**config.mk**
```make
export PLATFORM = sky130hd
export DESIGN_NAME = gost_key_sched
export DESIGN_NICKNAME = d
export VERILOG_FILES = /design/src/rtl/gost_key_sched.sv
export SDC_FILE = /design/constraint.sdc
export NUM_CORES = 1
export LEC_CHECK = 0
export ABC_CLOCK_PERIOD_IN_PS = 9000
export BUFFER_PORTS_ARGS = -buffer_cell sky130_fd_sc_hd__buf_2
export CAP_MARGIN = 20
export CORE_MARGIN = 5
export CORE_UTILIZATION = 34
export CTS_BUF_LIST = sky130_fd_sc_hd__clkbuf_2
export DETAILED_ROUTE_END_ITERATION = 10
export PLACE_DENSITY = 0.63
export SYNTH_ARGS = -nofsm -noshare
export SYNTH_HDL_FRONTEND = slang
export SYNTH_SLANG_ARGS = --single-unit
```
**constraint.sdc**
```tcl
create_clock -name iclk -period 9 [get_ports iclk]
set_input_delay 0.9 -clock iclk [delete_from_list [all_inputs] [get_ports iclk]]
set_output_delay 0.9 -clock iclk [all_outputs]
set_load 0.02 [all_outputs]
```
**src/rtl/gost_key_sched.sv**
```systemverilog
// ---------------------------------------------------------------------------
// gost_key_sched
//
// Round sequencer and key scheduler for the GOST 28147-89 round datapath.
// The module latches a 256-bit key and the direction on a start pulse. It then
// steps a round counter through the block operation, advancing one round per
// cycle in which the datapath is not stalled. Each round it presents the
// matching 32-bit subkey to the modulo-2^32 adder's key operand (iB).
//
// Ports:
//   iclk      in   1    clock
//   irst      in   1    asynchronous active-high reset
//   istart    in   1    start pulse, accepted only while idle
//   iencrypt  in   1    1 = encrypt subkey order, 0 = decrypt order
//   ikey      in   256  key, K0 = ikey[31:0] ... K7 = ikey[255:224]
//   imac      in   1    (GOST_MAC_MODE_EN only) 1 = 16-round MAC schedule
//   istall    in   1    hold the current round
//   okey      out  32   subkey for the current round
//   oround    out  5    current round index
//   ovalid    out  1    okey/oround valid (RUN state)
//   olast     out  1    current round is the final round
//   obusy     out  1    sequencer not idle
//   odone     out  1    one-cycle pulse after the final round retires
//
// Optional feature macro: GOST_MAC_MODE_EN
//   When this macro is defined, the imac port is added. With imac=1 the block
//   runs 16 rounds with subkey index r mod 8 and ignores iencrypt.
//   Without the macro, every operation runs 32 rounds.
// ---------------------------------------------------------------------------
module gost_key_sched #(
    parameter int KEY_WORDS = 8,
    parameter int ROUNDS    = 32,
    parameter int RND_W     = 5
) (
    input  logic                    iclk,
    input  logic                    irst,
    input  logic                    istart,
    input  logic                    iencrypt,
    input  logic [KEY_WORDS*32-1:0] ikey,
`ifdef GOST_MAC_MODE_EN
    input  logic                    imac,
`endif
    input  logic                    istall,
    output logic [31:0]             okey,
    output logic [RND_W-1:0]        oround,
    output logic                    ovalid,
    output logic                    olast,
    output logic                    obusy,
    output logic                    odone
);

    typedef enum logic [1:0] {
        S_IDLE = 2'd0,
        S_RUN  = 2'd1,
        S_DONE = 2'd2
    } state_t;

    state_t                    r_state;
    logic [KEY_WORDS*32-1:0]   r_key;
    logic                      r_enc;
    logic                      r_mac;
    logic [RND_W-1:0]          r_round;
    logic [31:0]               r_okey;

    logic [31:0]               w_key_words [KEY_WORDS];
    logic [RND_W-1:0]          w_next_round;
    logic [RND_W-1:0]          w_last_round;
    logic [2:0]                w_next_idx;
    logic [31:0]               w_next_key;

    // Split the latched key into its eight 32-bit subkeys.
    genvar gi;
    generate
        for (gi = 0; gi < KEY_WORDS; gi++) begin : g_words
            assign w_key_words[gi] = r_key[gi*32 +: 32];
        end
    endgenerate

    // Subkey index for a round. For the descending parts of the schedule,
    // 31-r and 7-(r mod 8) are both the bitwise inverse of the low three bits.
    function automatic logic [2:0] subkey_idx(
        input logic [RND_W-1:0] r,
        input logic             enc,
        input logic             mac
    );
        logic [2:0] lo;
        lo = r[2:0];
        if (mac)
            subkey_idx = lo;
        else if (enc)
            subkey_idx = (r < RND_W'(24)) ? lo : ~lo;
        else
            subkey_idx = (r < RND_W'(8)) ? lo : ~lo;
    endfunction

    assign w_next_round = r_round + RND_W'(1);
    assign w_last_round = r_mac ? RND_W'(ROUNDS/2 - 1) : RND_W'(ROUNDS - 1);
    assign w_next_idx   = subkey_idx(w_next_round, r_enc, r_mac);
    assign w_next_key   = w_key_words[w_next_idx];

    always_ff @(posedge iclk or posedge irst) begin
        if (irst) begin
            r_state <= S_IDLE;
            r_key   <= '0;
            r_enc   <= 1'b0;
            r_mac   <= 1'b0;
            r_round <= '0;
            r_okey  <= '0;
        end else begin
            case (r_state)
                S_IDLE: begin
                    if (istart) begin
                        r_key   <= ikey;
                        r_enc   <= iencrypt;
`ifdef GOST_MAC_MODE_EN
                        r_mac   <= imac;
`else
                        r_mac   <= 1'b0;
`endif
                        r_round <= '0;
                        // Round 0 uses K0 in every schedule. The key is taken
                        // straight from the input because r_key is not loaded yet.
                        r_okey  <= ikey[31:0];
                        r_state <= S_RUN;
                    end
                end
                S_RUN: begin
                    if (!istall) begin
                        if (r_round == w_last_round) begin
                            // The counter does not wrap. okey and oround keep
                            // the final round's values through DONE.
                            r_state <= S_DONE;
                        end else begin
                            r_round <= w_next_round;
                            r_okey  <= w_next_key;
                        end
                    end
                end
                S_DONE: begin
                    r_state <= S_IDLE;
                end
                default: begin
                    r_state <= S_IDLE;
                end
            endcase
        end
    end

    assign okey   = r_okey;
    assign oround = r_round;
    assign ovalid = (r_state == S_RUN);
    assign obusy  = (r_state != S_IDLE);
    assign odone  = (r_state == S_DONE);
    assign olast  = ovalid && (r_round == w_last_round);

endmodule

```
; Word-level counts from Yosys, hierarchy flattened
; Cells that the tools add are included.
[op_classes]
addsub = 1
magnitude_cmp = 3
n_eq_ne = 7
n_mux = 18
bitwise_logic = 2
reduce_logical = 7
[op_table]
columns = operator, n
row1 = $mux 32, 5
row2 = $bmux 32 s3, 1
row3 = $pmux 32 s2, 1
row4 = $mux 5, 3
row5 = $pmux 5 s2, 1
row6 = $mux 3, 3
row7 = $mux 2, 3
row8 = $ne 2x2->1 const B, 3
row9 = $add 5x1->5 const B, 1
row10 = $eq 5x5->1 const B, 1
row11 = $lt 5x4->1 const B, 1
row12 = $lt 5x5->1 const B, 1
row13 = $ge 4x4->1 const B, 1
row14 = $not 3->4, 1
row15 = $pmux 2 s2, 1
row16 = $reduce_and 4->1, 1
row17 = $reduce_bool 2->1, 2
row18 = $not 3->3, 1
row19 = $reduce_and 3->1, 1
row20 = $eq 2x1->1 const B, 1
row21 = $eq 2x2->1 const B, 1
row22 = $logic_not 2->1, 1
row23 = $ne 2x1->1 const B, 1
row24 = $reduce_and 2->1, 1
row25 = $logic_and 1x1->1, 1
[totals]
register_bits = 296
out_inout_bits = 41
word_cells = 43

; Depth between registers and ports, before layout
; Gate-level depths: netlist of run 1.
[logic_depth]
word_depth = 11
ltp_mapped = 11

; Worst setup path after synthesis of run 1
; No wires, ideal clock.
[synth_path]
kind = flip-flop to flip-flop
startpoint = register r_round[1] (netlist: oround[1])
endpoint = register r_okey[10] (netlist: okey[10])
setup_time_ns = 0.104
arrival_ns = 2.717
path_slack_ns = 6.180
stages_incl_launch_ff = 11
path_buffers = 1
period_less_slack_ns = 2.820
cell_sequence = dfrtp_1 -> ha_1 -> and3_1 -> ha_1 -> nor2b_1 -> a21o_1 -> nand2_2 -> xnor2_1 -> clkbuf_1 -> nor3_1 -> a221oi_1
[synth_via]
elab_chain_len = 11
elab_cells_between_ends = 17
cone_classes = 1 x add/sub / 2 x order compare / 2 x eq/ne / 9 x mux / 2 x bitwise / 1 x reduce/logical
[synth_rtl]
columns = element, line
row1 = start: declaration, 62  ; logic [RND_W-1:0] r_round;
row2 = start signal: assignment, 134  ; r_round <= w_next_round;
row3 = $add 5x1->5, 96  ; assign w_next_round = r_round + RND_W'(1);
row4 = "$lt 5x4->1, or another cell as far along", 93  ; subkey_idx = (r < RND_W'(8)) ? lo : ~lo;
row5 = $mux 3 (on tied branches), "93, 91"
row6 = $mux 3, 90  ; else if (enc)
row7 = $not 3->4 (implied by the code), 99  ; assign w_next_key = w_key_words[w_next_idx];
row8 = $bmux 32 s3, 99
row9 = $mux 32 (implied by the code) (2 in series), 99
row10 = $mux 32, 129  ; if (r_round == w_last_round) begin
row11 = $mux 32, 128  ; if (!istall) begin
row12 = $pmux 32 s2, 110  ; case (r_state)
row13 = end signal: assignment, 123  ; r_okey <= ikey[31:0];
row14 = end signal: assignment, 135  ; r_okey <= w_next_key;
row15 = end: declaration, 63  ; logic [31:0] r_okey;
; Parallel ways exist; a longest one is shown, timed or not. The select of a mux whose other input is x is not followed.
; A chain may end at the register's enable or synchronous reset.

==> run summary, run 1 <==
run status: finished clean
final period utilization: 0.485
DR iter-0 viols: 1123
synthesized net count: 1937
Compound-Gate Fraction of Synth Area: 0.132
clk buf depth: 3
Tmin final: 4.37 ns
Final GP Congestion: 0.836
H-tree depth: 3
Initial Utilization: 0.342
Worst Tran Pin Value: 1.11 ns
Chip Height: 218 um
simple-gate share of the synthesized area: 0.256
Synth warnings: 0
Relative slew margins: 0.260
postcts setup bufs: 0
post-synthesis mux area share: 0.0659
Post-synth EDFFs: 0
most common cell after layout, fill and taps aside: nand2_1
crit path kind: reg2reg
Power Density: 326 mW/mm^2
Max Clock Freq: 0.229 GHz
CTS Sinks: 296
Hold Buf Count CTS: 218
post-layout utilization of the core: 0.456
final WL: 52100 um
ys flop type: dfrtp_1
RSZ-0062 raised after global routing: no
Leak: 9.89 nW
Hold Path Class: in2reg
Post-route DRC: 0
IO Pins: 302
Critical Path Start Type: flip-flop
CP Cell Sequence: ha_2 -> and3_1 -> ha_1 -> nor3b_1 -> o21bai_4 -> buf_4 -> or2_4 -> buf_4 -> nand2_1 -> nand2_1
post-synthesis to final-layout area growth: 33.4%
Worst-Skew Late Latency: 1.00 ns
Pre-antenna DRT Iters: 7
Final setup viols: 0
commonest non-fill, non-tap cells in the layout: 895 x nand2_1, 301 x buf_2, 295 x dfrtp_1, 218 x dlygate4sd3_1, 129 x clkbuf_2
CTS tree: yes
synthesized instance count: 1674
Final TNS setup: 0 ns
FF+latch count, synth: 296
Routed Antenna Nets: 0
largest net degree at the start of global routing: 185
global route overflow: 0
Syn Std Cell Area: 0.0147 mm^2
die area: 0.0474 mm^2
Setup crit end kind: flip-flop
XOR/XNOR Fraction of Synth Area: 0.00341
clock skew: 0.0667 ns
via/cell ratio: 4.98
WP data required: 9.90 ns
Max-Cap Viols: 0
Avg Cell Area, Syn: 8.76 um^2
standard-cell row count: 76
Yosys cell types: 54
Port Buf Inserts: 301
Clock transition at path regs: 0.12 ns
initial antenna violation count: 2
Total GRT Usage: 0.217
clock root buffer: clkbuf_2
Max IR drop VDD: 0.159 mV
nets@finish: 2442
routed vias: 14100
first-pass GRT wire length: 81100 um
largest family of logic cells by synthesized area: simple AND/OR/NAND/NOR gates
Post-synth ARST share: 1.00
Post-DP HPWL: 32600 um
cts bufs inserted: 83
Synth Area in Adders: 0.00171
final slew viol count: 0
Die X: 218 um
CP Max Fanout: 94
final hold vios: 0
Gates resized, CTS repair: 0
Largest stage delay, worst path: 0.84 ns
vias in the first global route: 14700
sequential-to-total area share from yosys stat: 0.505
Worst EP arrival: 5.26 ns
Core ar.: 0.0429 mm^2
share of cells above drive strength 1: 0.240
WL per Instance: 18.5 um
slowest cell on the critical path: or2_4
-- Yosys cell counts (2+ instances only) --
| cell type | n | share of area |
|---|---|---|
| or2_2 | 2 | 0.00085 |
| nand3_1 | 2 | 0.00068 |
| buf_1 | 4 | 0.0010 |
| buf_4 | 7 | 0.0036 |
| mux2i_1 | 38 | 0.026 |
| o211ai_1 | 14 | 0.0072 |
| and2_1 | 4 | 0.0017 |
| a222oi_1 | 18 | 0.012 |
| a32oi_1 | 7 | 0.0042 |
| a21oi_1 | 9 | 0.0031 |
| and4_1 | 11 | 0.0066 |
| nand2_1 | 895 | 0.23 |
| a22oi_1 | 32 | 0.016 |
| o221ai_1 | 11 | 0.0066 |
| nor3_1 | 14 | 0.0048 |
| mux2_2 | 24 | 0.018 |
| ha_1 | 2 | 0.0017 |
| a22o_1 | 15 | 0.0090 |
| buf_2 | 26 | 0.0089 |
| clkbuf_1 | 77 | 0.020 |
| a221oi_1 | 6 | 0.0036 |
| a21boi_0 | 40 | 0.020 |
| dfrtp_1 | 296 | 0.51 |
| mux4_2 | 14 | 0.022 |
| nand2b_1 | 7 | 0.0030 |
| a31o_1 | 8 | 0.0048 |
| a211oi_1 | 16 | 0.0082 |
| inv_1 | 2 | 0.00051 |
| o21ai_0 | 7 | 0.0024 |
| nor3b_1 | 2 | 0.0010 |
| and3_1 | 7 | 0.0030 |
| a211oi_2 | 9 | 0.0077 |
| buf_6 | 2 | 0.0015 |
| a21o_1 | 3 | 0.0015 |
| a221oi_2 | 19 | 0.019 |
| nor2b_1 | 6 | 0.0026 |
-- cells by family (layout without fill, tap and decap cells) --
family | Yosys count | count (layout)
muxes | 76 | 76
adders and majority gates | 2 | 2
other | 0 | 1
DFF | 296 | 296
AOI/OAI and AO/OA | 221 | 221
and+or+nand+nor | 957 | 957
buffers and inverters | 118 | 683
xor gates and xnor gates | 4 | 4
-- stage by stage --
stage                     setup WS (ns)  hold WS [ns]  cell area, um^2  total power, mW  instances
final                              4.63         0.153            19600             6.37       2825
after global routing               4.33        0.0330            19600             6.86       2825
after CTS                          4.52      0.000779            19500             6.43       2823
after detailed placement           4.65         0.462            16600             5.37       2460
after global placement             4.79         0.461            16600             5.26       2460
after floorplan                    4.17         0.441            14700             4.39       1674
-- per-layer routing --
metal  global-route usage  wire length (um)
met5                    0                 9
met4               0.0906              1820
met3               0.0432              2790
met2                0.360             25100
met1                0.280             22400
-- where the power goes --
group / total (mW) / internal (mW) / switching (mW)
clock: 0.964 / 0.374 / 0.590
sequential: 2.30 / 1.88 / 0.422
combinational: 3.11 / 1.23 / 1.87
total: 6.37 / 3.48 / 2.89
-- area by class of cell --
type                    count  area (um^2)
fillers                  4111        23300
flip-flops and latches    296         7410
multi-input cells        1260         6840
repair buffers            536         3860
well taps                 585          732
clock buffers             129          646
clock inverters            16         62.6
inverters                   2         11.3
diodes                      1         2.50
-- critical path, delay by kind of cell, from the launching register on --
family	cells	cell delay, ns
fa+ha+maj	2	0.58
compound gates	1	0.10
flops	1	0.75
buf+inv	2	1.30
simple gates	5	1.37
-- state kept, by name, summed over array words and instances, names as in the netlist --
| signal | flops |
|---|---|
| oround | 5 |
| r_key | 256 |
| r_state | 2 |
| okey | 32 |
| r_enc | 1 |
-- final timing paths --
| kind | from | end | slack, ns | cells after the start |
|---|---|---|---|---|
| min in group asynchronous | irst | r_key[156]$_DFFE_PP0P_ | 0.17 | 3 |
| max | oround[0]$_DFFE_PP0P_ | r_key[81]$_DFFE_PP0P_ | 4.63 | 10 |
| min reg2reg | r_key[63]$_DFFE_PP0P_ | r_key[63]$_DFFE_PP0P_ | 0.48 | 2 |
| min | ikey[174] | r_key[174]$_DFFE_PP0P_ | 0.15 | 3 |
| max in group asynchronous | irst | r_key[76]$_DFFE_PP0P_ | 7.26 | 4 |
| max reg2reg | oround[0]$_DFFE_PP0P_ | r_key[81]$_DFFE_PP0P_ | 4.63 | 10 |
Power figures use the tool's default switching activity.
==> run 2, diff against run 1 <==
- ABC_CLOCK_PERIOD_IN_PS: 9000 -> 4300
- PLACE_DENSITY: 0.63 -> 0.61
- clock period: 9 -> 4.3 ns (I/O delays scaled with it)
==> run 2 against run 1 <==
Clock skew rose by 0.028 ns; utilization rose by 1.3 points; first-iteration DRC count rose by 10%; largest cell class unchanged; sequential power rose by 110%; hold slack got worse by 0.0033 ns; critical endpoint is now okey[13]$_DFFE_PP0P_; combinational power rose by 110%.
==> run summary, run 2 (synthesized netlist as in run 1, its figures left out) <==
run status: finished clean
DR iter-0 viols: 1237
CP Cell Sequence: ha_2 -> and3_1 -> ha_1 -> nor2b_1 -> or3_1 -> a41oi_4 -> buf_4 -> a211oi_1 -> a221oi_1
Clock transition at path regs: 0.10 ns
Largest stage delay, worst path: 0.79 ns
Int Power: 7.57 mW
Leak: 10.1 nW
global route overflow: 0
Max-Cap Viols: 0
P_sw: 5.98 mW
RSZ-0062 raised after global routing: no
family with the most delay on the worst path: compound AO/OA/AOI/OAI gates
Tmin final: 3.55 ns
Relative slew margins: 0.352
Final setup viols: 0
Total GRT Usage: 0.221
WP data required: 5.12 ns
Setup crit end kind: flip-flop
via/cell ratio: 5.00
post-synthesis to final-layout area growth: 37.3%
Post-route DRC: 0
max FFs per register: 256
Port Buf Inserts: 301
die area: 0.0474 mm^2
Final WS setup: 0.755 ns
Worst EP arrival: 4.37 ns
initial antenna violation count: 3
share of cells above drive strength 1: 0.238
clock root buffer: clkbuf_2
clock skew: 0.0943 ns
CTS Sinks: 296
cts bufs inserted: 83
first-pass GRT wire length: 83100 um
Die X: 218 um
H-tree depth: 3
WL per Instance: 18.4 um
Worst-Skew Late Latency: 1.00 ns
Worst Tran Pin Value: 0.969 ns
Worst Path Buf+Inv: 1
nets@finish: 2493
pre-CTS worst setup slack: 0.794 ns
final slew viol count: 0
IO Pins: 302
CP Max Fanout: 21
most common cell after layout, fill and taps aside: nand2_1
final hold vios: 0
final WL: 52900 um
Comb pwr share: 0.483
Chip Height: 218 um
Final TNS setup: 0 ns
Routed Antenna Nets: 0
Power Density: 673 mW/mm^2
Critical Path Start Type: flip-flop
commonest non-fill, non-tap cells in the layout: 895 x nand2_1, 301 x buf_2, 295 x dfrtp_1, 259 x dlygate4sd3_1, 124 x clkbuf_2
Max IR drop VDD: 0.263 mV
standard-cell row count: 76
Pre-antenna DRT Iters: 6
crit path kind: reg2reg
CTS tree: yes
Hold Path Class: in2reg
Initial Utilization: 0.342
Post-DP HPWL: 33900 um
Max Clock Freq: 0.282 GHz
largest net degree at the start of global routing: 193
routed vias: 14300
Clk pwr share: 0.160
sequential share of power: 0.357
post-layout utilization of the core: 0.469
Core ar.: 0.0429 mm^2
slowest cell on the critical path: a41oi_4
Final GP Congestion: 0.844
clk buf depth: 3
Switching Share: 0.441
vias in the first global route: 15300
Top reg by flops: r_key
Gates resized, CTS repair: 0
final period utilization: 0.825
run 2: tightest hold or removal path, stage by stage:
cell and delay [ns]:
buf_2 0.10, nor2b_1 0.23, o21bai_4 0.24, nand2_1 0.11
run 2: worst paths after layout:
| kind | cells past startpoint | startpoint | endpoint | slack, ns |
|---|---|---|---|---|
| max | 9 | oround[1]$_DFFE_PP0P_ | okey[13]$_DFFE_PP0P_ | 0.75 |
| min | 4 | istart | r_state[0]$_DFFE_PP0P_ | 0.15 |
| max reg2reg | 9 | oround[1]$_DFFE_PP0P_ | okey[13]$_DFFE_PP0P_ | 0.75 |
| min reg2reg | 2 | r_key[57]$_DFFE_PP0P_ | r_key[57]$_DFFE_PP0P_ | 0.48 |
| max in group asynchronous | 4 | irst | r_key[146]$_DFFE_PP0P_ | 2.89 |
| min in group asynchronous | 3 | irst | r_key[94]$_DFFE_PP0P_ | 0.18 |
run 2: cell type report:
| cell class | count | area, um^2 |
|---|---|---|
| sequential | 296 | 7410 |
| multi-input combinational | 1260 | 6840 |
| antenna | 1 | 2.50 |
| inverter | 2 | 11.3 |
| clock buffer | 124 | 621 |
| fill | 4113 | 22800 |
| timing repair buffer | 587 | 4380 |
| tap | 585 | 732 |
| clock inverter | 17 | 144 |
run 2: metal layers:
metal / vias to the layer above / track usage / wire length [um]
met5: - / 0 / 22
met4: 4 / 0.0973 / 1940
met3: 123 / 0.0471 / 3310
met2: 504 / 0.364 / 25200
met1: 6972 / 0.283 / 22500
li1: 6744 / - / -
run 2: power groups by stage:
stage | Combinational [mW] | Sequential [mW] | Clock, mW
final | 6.55 | 4.83 | 2.17
after global routing | 7.24 | 4.96 | 2.39
after CTS | 6.58 | 4.82 | 2.25
after detailed placement | 6.37 | 4.87 | 0
after global placement | 6.21 | 4.85 | 0
after floorplan | 4.50 | 4.68 | 0
run 2: per-stage QoR:
stage | hold WS (ns) | cells | area, um^2 | power, mW
after floorplan | 0.441 | 1674 | 14700 | 9.18
final | 0.150 | 2872 | 20100 | 13.5
after global routing | 0.119 | 2872 | 20100 | 14.6
after global placement | 0.460 | 2471 | 16800 | 11.1
after detailed placement | 0.463 | 2471 | 16800 | 11.2
after CTS | 0.0373 | 2871 | 20100 | 13.6
run 2: what timing repair did:
item / in CTS / in global routing
hold buffers: 259 / 0
hold endpoints to repair: 303 / 0
setup buffers: 0 / 0
